==> src/rtl/pmem_arbiter.sv <==
// Physical-memory port arbiter: shares one line-wide memory port between the
// read-only I-cache and the read/write-back D-cache. One requester is granted
// at a time; the granted command, address and write line are registered toward
// memory and held until mem_resp, which is routed back to the granted cache only.
module pmem_arbiter #(
    parameter int s_line  = 256,
    parameter bit RR_MODE = 1'b1
) (
    input  logic              clk,
    input  logic              rst,

    input  logic              i_pmem_read,
    input  logic [31:0]       i_pmem_address,
    output logic              i_pmem_resp,
    output logic [s_line-1:0] i_pmem_rdata,

    input  logic              d_pmem_read,
    input  logic              d_pmem_write,
    input  logic [31:0]       d_pmem_address,
    input  logic [s_line-1:0] d_pmem_wdata,
    output logic              d_pmem_resp,
    output logic [s_line-1:0] d_pmem_rdata,

    output logic              mem_read,
    output logic              mem_write,
    output logic [31:0]       mem_address,
    output logic [s_line-1:0] mem_wdata,
    input  logic              mem_resp,
    input  logic [s_line-1:0] mem_rdata
);

    typedef enum logic [1:0] {
        IDLE    = 2'd0,
        SERVE_I = 2'd1,
        SERVE_D = 2'd2
    } state_t;

    typedef enum logic {
        GRANT_I = 1'b0,
        GRANT_D = 1'b1
    } grant_t;

    state_t            state;
    state_t            state_next;
    grant_t            last_grant;
    grant_t            last_grant_next;

    logic              mem_read_next;
    logic              mem_write_next;
    logic [31:0]       mem_address_next;
    logic [s_line-1:0] mem_wdata_next;

    logic              i_req;
    logic              d_req;
    logic              grant_d;

    assign i_req = i_pmem_read;
    assign d_req = d_pmem_read | d_pmem_write;

    // Read data is a plain fan-out; each cache qualifies it with its own resp.
    assign i_pmem_rdata = mem_rdata;
    assign d_pmem_rdata = mem_rdata;

    // Arbitration decision used in IDLE: on a tie, round-robin hands the port to
    // whoever was not served last, fixed priority always favours the D-cache.
    always_comb begin
        grant_d = 1'b0;
        if (i_req && d_req) begin
            if (RR_MODE) begin
                grant_d = (last_grant == GRANT_I);
            end else begin
                grant_d = 1'b1;
            end
        end else begin
            grant_d = d_req;
        end
    end

    // Next-state, next memory command and combinational resp routing.
    always_comb begin
        state_next       = state;
        last_grant_next  = last_grant;
        mem_read_next    = mem_read;
        mem_write_next   = mem_write;
        mem_address_next = mem_address;
        mem_wdata_next   = mem_wdata;
        i_pmem_resp      = 1'b0;
        d_pmem_resp      = 1'b0;

        case (state)
            IDLE: begin
                // A stray mem_resp here is deliberately ignored.
                mem_read_next  = 1'b0;
                mem_write_next = 1'b0;
                if (grant_d) begin
                    state_next       = SERVE_D;
                    mem_read_next    = d_pmem_read;
                    mem_write_next   = d_pmem_write;
                    mem_address_next = d_pmem_address;
                    mem_wdata_next   = d_pmem_wdata;
                end else if (i_req) begin
                    state_next       = SERVE_I;
                    mem_read_next    = 1'b1;
                    mem_address_next = i_pmem_address;
                end
            end

            SERVE_I: begin
                if (mem_resp) begin
                    i_pmem_resp     = 1'b1;
                    mem_read_next   = 1'b0;
                    mem_write_next  = 1'b0;
                    last_grant_next = GRANT_I;
                    state_next      = IDLE;
                end
            end

            SERVE_D: begin
                if (mem_resp) begin
                    d_pmem_resp     = 1'b1;
                    mem_read_next   = 1'b0;
                    mem_write_next  = 1'b0;
                    last_grant_next = GRANT_D;
                    state_next      = IDLE;
                end
            end

            default: begin
                mem_read_next  = 1'b0;
                mem_write_next = 1'b0;
                state_next     = IDLE;
            end
        endcase
    end

    // State, grant history and registered memory interface.
    always_ff @(posedge clk or negedge rst) begin
        if (!rst) begin
            state       <= IDLE;
            last_grant  <= GRANT_D;
            mem_read    <= 1'b0;
            mem_write   <= 1'b0;
            mem_address <= '0;
            mem_wdata   <= '0;
        end else begin
            state       <= state_next;
            last_grant  <= last_grant_next;
            mem_read    <= mem_read_next;
            mem_write   <= mem_write_next;
            mem_address <= mem_address_next;
            mem_wdata   <= mem_wdata_next;
        end
    end

    // A simultaneous D-cache read and write-back is a protocol violation by the cache.
    illegal_d_read_write: assert property (
        @(posedge clk) disable iff (!rst) !(d_pmem_read && d_pmem_write)
    );

endmodule
==> config.mk <==
export PLATFORM = sky130hd
export DESIGN_NAME = pmem_arbiter
export DESIGN_NICKNAME = d
export VERILOG_FILES = /design/src/rtl/pmem_arbiter.sv
export SDC_FILE = /design/constraint.sdc
export NUM_CORES = 1
export LEC_CHECK = 0
export ABC_AREA = 1
export BUFFER_PORTS_ARGS = -buffer_cell sky130_fd_sc_hd__clkbuf_2
export CAP_MARGIN = 20
export CORE_AREA = 5 5 541 543
export CTS_CLUSTER_DIAMETER = 120
export DETAILED_ROUTE_END_ITERATION = 12
export DIE_AREA = 0 0 546 548
export SYNTH_ARGS = -nofsm -noshare
export SYNTH_HDL_FRONTEND = slang
export SYNTH_SLANG_ARGS = --single-unit
==> constraint.sdc <==
create_clock -name clk -period 2.5 [get_ports clk]
set_input_delay 0 -clock clk [delete_from_list [all_inputs] [get_ports clk]]
set_output_delay 0 -clock clk [all_outputs]
set_load 0.02 [all_outputs]
After elaboration in Yosys (flattened, before gate mapping)

Cells that the tools add are included.

Flip-flop bits (word level): 293
Latch bits: 0
Memory bits (writable): 0
Bits in read-only memories: 0
Input port bits: 582
Output and inout bits: 804
Word-level logic and storage cells: 41
Memories: 0

$add $sub $neg: 0
Multipliers: 0
Divide/modulo/power cells: 0
$lt $le $gt $ge: 0
Equality and inequality tests: 6
Shifts and indexed selects: 0
Muxes and demuxes: 18
Bitwise operators: 2
Reduce and logical (&&, ||, !) cells: 9

Operators with widths:

| operator           | number |
|---|---|
| $mux 32            | 2 |
| $mux 1             | 9 |
| $mux 2             | 3 |
| $pmux 1 s2         | 3 |
| $reduce_and 2->1   | 3 |
| $ne 2x2->1 const B | 2 |
| $pmux 2 s2         | 1 |
| $reduce_bool 2->1  | 2 |
| $ne 3x3->1 const B | 1 |
| $reduce_and 3->1   | 1 |
| $eq 2x1->1 const B | 1 |
| $eq 2x2->1 const B | 1 |
| $logic_not 2->1    | 1 |
| $ne 2x1->1 const B | 1 |
| $reduce_or 2->1    | 1 |
| $logic_and 1x1->1  | 1 |
| $not 1->1          | 1 |
| $or 1x1->1         | 1 |

Longest topological paths before layout

Word-level depth: 5
Depth in mapped cells: 9
Depth with buffers taken out: 6

Worst setup path before layout

Ideal clock, no wire load.

Path kind: reg-to-reg
Start point: register state[0]
End point: register mem_wdata[118]
Setup time: 65 ps
Arrival: 1439 ps
Required time: 2435 ps
Path slack: 996 ps
Cell stages (with the launch flop): 10
Buffers on the path: 3
Period minus slack after synthesis: 1504 ps
Path through: dfrtp_1 -> inv_1 -> ha_1 -> inv_2 -> buf_2 -> nor2_4 -> buf_6 -> clkbuf_4 -> nand2_1 -> nand2_1

Word-level cells in the longest chain between the ends: 2

RTL lines:

| what                       | line | source |
|---|---|---|
| start: declaration         | 43   | `state_t state;` |
| start signal: assignment   | 146  | `state <= state_next;` |
| $logic_not 2->1            | 90   | `case (state)` |
| $reduce_and 2->1 (no line) | --   |  |
| end signal: assignment     | 151  | `mem_wdata <= mem_wdata_next;` |
| end: declaration           | 27   | `output logic [s_line-1:0] mem_wdata,` |

Every way passes these cells.
A chain may end at the register's enable or synchronous reset.

Worst setup path after layout

Start point: register state[1]
End point: register mem_address[21]

Word-level cells in the longest chain between the ends: 2

RTL lines:

| what                       | line | source |
|---|---|---|
| $logic_not 2->1            | 90   |  |
| $reduce_and 2->1 (no line) | --   |  |
| end signal: assignment     | 150  | `mem_address <= mem_address_next;` |
| end: declaration           | 26   | `output logic [31:0] mem_address,` |

Every way passes these cells.

==> results by group <==
Run status
  – Outcome: completed

Cells and area
  – Cell area after layout: 24720 um^2
  – Layout area overhead: 53.72%
  – Final net count: 2949
  – Layout cell share with drive strength beyond 1: 30.52%
  – Fin util: 8.609%
  – Most common cell after layout, fill and taps aside: nand2_1
  – Most frequent cells in the layout: nand2_1 (623), clkbuf_2 (616), dlygate4sd3_1 (333)
  – Final non-filler cell total: 6205

STA
  – RSZ-0062 raised after global routing: no
  – Max Freq: 0.4261 GHz
  – Max-slew headroom: 44.78%
  – Final period util: 93.88%
  – WHS: 0.000008388 ns
  – Worst-margin pin slew: 0.8283 ns
  – TNS Setup: 0 ns
  – Finish-stage setup viols: 0
  – Fin worst setup slack: 0.1531 ns
  – Clock Skews: 0.05315 ns
  – Min cycle time layout: 2.347 ns
  – Final hold vios: 0
  – Final slew viol count: 0

Global route
  – Initial antenna violation count: 74
  – First-pass GRT wire length: 206700 um
  – Largest net degree at the start of global routing: 136
  – Gr ovfl total: 0
  – Vias in the first global route: 15080
  – Global router's overall resource usage: 10.98%

Worst hold path
  – Hold path startpoint: mem_rdata[179]
  – Worst hold path depth: 0
  – Min-delay worst type: in2out
  – Worst Hold End: d_pmem_rdata[179]

Pwr
  – Power per cell area: 1213 nW/um^2
  – VDD IR max: 0.4754 mV
  – Leak: 11.20 nW
  – Total Power: 29.98 mW

Floorplanning
  – Initial core utilization: 5.600%
  – I/O Pins: 1386
  – Die footprint: 299200 um^2
  – Die Y: 548 um
  – Chip width: 546 um
  – Core area: 287200 um^2
  – Row count: 197

Synthesis
  – Seq cells post-synth: 293
  – Syn Std Cell Area: 16080 um^2
  – Number of synthesized flops with an enable pin: 0
  – Syn Nets: 2524
  – Yosys warning total: 0
  – Post-synthesis adder-cell area fraction: 0.2334%
  – Post-Syn Instances: 1939
  – Compound-Gate Fraction of Synth Area: 8.154%
  – Main combinational cell family by area after synthesis: buffers and inverters
  – Syn avg cell area: 8.294 um^2
  – Mux cell area share after synthesis: 0%
  – Post-synthesis simple-gate area fraction: 16.88%
  – Post-synth ARST share: 100.0%
  – Seq/Total Area, Yosys: 45.60%
  – Xor and xnor area share after synthesis: 0%
  – Synth unique cells: 22
  – Synth Flop Type: dfrtp_1

Placed design
  – DP Area: 19980 um^2
  – HPWL Detailed: 151600 um
  – Pre-CTS setup slack: 0.4191 ns
  – Dpl cells: 5766
  – GP Congestion: 0.9496
  – # port buffers: 617

Critical path
  – Max FO, Critical Path: 10
  – CP top delay family: buffers and inverters
  – RR Endpoint: mem_address[21]
  – CP required: 3.08 ns
  – CP endpoint kind: flip-flop
  – Buffer and inverter count on the worst path: 4
  – Reg2reg setup slack: 0.15 ns
  – FF-to-FF path depth: 8
  – CP max stage cell: dlygate4sd3_1
  – Worst r2r src: state[1]
  – Critical Path AT: 2.93 ns
  – Critical Path Source Type: flip-flop
  – Crit path largest cell delay: 0.64 ns
  – Worst path cell trace: inv_1, ha_2, inv_8, a21oi_4, buf_4, nand3_1, dlygate4sd3_1, nand2_1
  – Setup CP Type: reg2reg

Drt
  – Initial DRC count: 1304
  – Wire per inst: 27.80 um
  – Initial DRT Pass Iterations: 5
  – Via count: 15100
  – Final ANT Viol Nets: 0
  – Residual DRC: 0
  – Vias per cell: 2.434
  – Routed WL: 172500 um

CTS
  – H-tree Lvls: 2
  – Root Driver: clkbuf_16
  – Worst skew pair latency: 0.65 ns
  – CTS tree: yes
  – Num CTS Buffers: 39
  – Clock transition at path regs: 0.06 ns
  – Max Buffers Root-to-Sink: 3
  – CTS sink count: 293

Flow run
  – Max-cap violations: 0
==> registers in the layout, indices dropped and copies added, names as in the netlist <==
signal and cells:
mem_wdata 256, mem_address 32, state 2, last_grant 1, mem_read 1, mem_write 1
==> layer usage <==
layer  global-route usage, %  vias to the layer above  share of wire [%]
li1                        -                     6423                  -
met1                   8.027                     6738                 24
met5                       0                        -               0.16
met3                   13.98                      544                 28
met2                   15.27                     1347                 40
met4                   7.275                       48                7.7
==> timing repair <==
| action | CTS | global route |
|---|---|---|
| gates resized for setup | 0 | 2 |
| setup endpoints to repair | 0 | 16 |
| hold buffers | 334 | 0 |
| buffers inserted | 0 | 4 |
| hold endpoints to repair | 585 | 0 |
==> report_power, final <==
part	switching (mW)	leakage (nW)	internal (mW)	total, mW
sequential	1.46	3.59	7.10	8.56
clock	2.61	0.606	3.23	5.84
combinational	11.6	7.00	3.97	15.6
==> synthesized netlist by cell type, types with 2 or more instances <==
| master | n | share of area, % |
|---|---|---|
| buf_2 | 8 | 0.25 |
| buf_4 | 536 | 25 |
| buf_6 | 7 | 0.49 |
| clkbuf_1 | 39 | 0.91 |
| clkbuf_2 | 19 | 0.59 |
| clkbuf_4 | 2 | 0.093 |
| dfrtp_1 | 292 | 45 |
| ha_1 | 3 | 0.23 |
| inv_1 | 74 | 1.7 |
| nand2_1 | 623 | 15 |
| nand3_1 | 69 | 2.1 |
| nor2_1 | 2 | 0.047 |
| o21ai_0 | 256 | 8.0 |
==> kinds of logic after synthesis <==
| logic type | Yosys count |
|---|---|
| compound gates | 259 |
| simple gates | 697 |
| buf+inv | 687 |
| flops | 293 |
| fa+ha+maj | 3 |
==> worst max path at each step <==
stage | startpoint | to | slack (ns) | cells past startpoint
after floorplan | state[0] | mem_wdata[118] | 1.0 | 9
after global placement | state[0] | mem_wdata[213] | 0.46 | 8
after detailed placement | state[0] | mem_wdata[213] | 0.42 | 8
after CTS | last_grant | mem_address[18] | 0.03 | 7
after global routing | state[1] | mem_address[1] | 0.07 | 8
final | state[1] | mem_address[21] | 0.15 | 8
==> final cells by class <==
cell class / count / area [um^2]
well taps: 3781 / 4731
inverters: 75 / 289.0
repair buffers: 996 / 6950
diodes: 32 / 80.08
multi-input cells: 959 / 4078
flip-flops and latches: 293 / 7333
clock inverters: 17 / 205.2
clock buffers: 52 / 1055
fillers: 33400 / 262400
==> worst register-to-register path, stage by stage, from the launching register on <==
cell and delay [ns]:
dfrtp_1 0.41, inv_1 0.11, ha_2 0.29, inv_8 0.09, a21oi_4 0.29, buf_4 0.24, nand3_1 0.16, dlygate4sd3_1 0.64
nand2_1 0.07
Power figures use the tool's default switching activity.
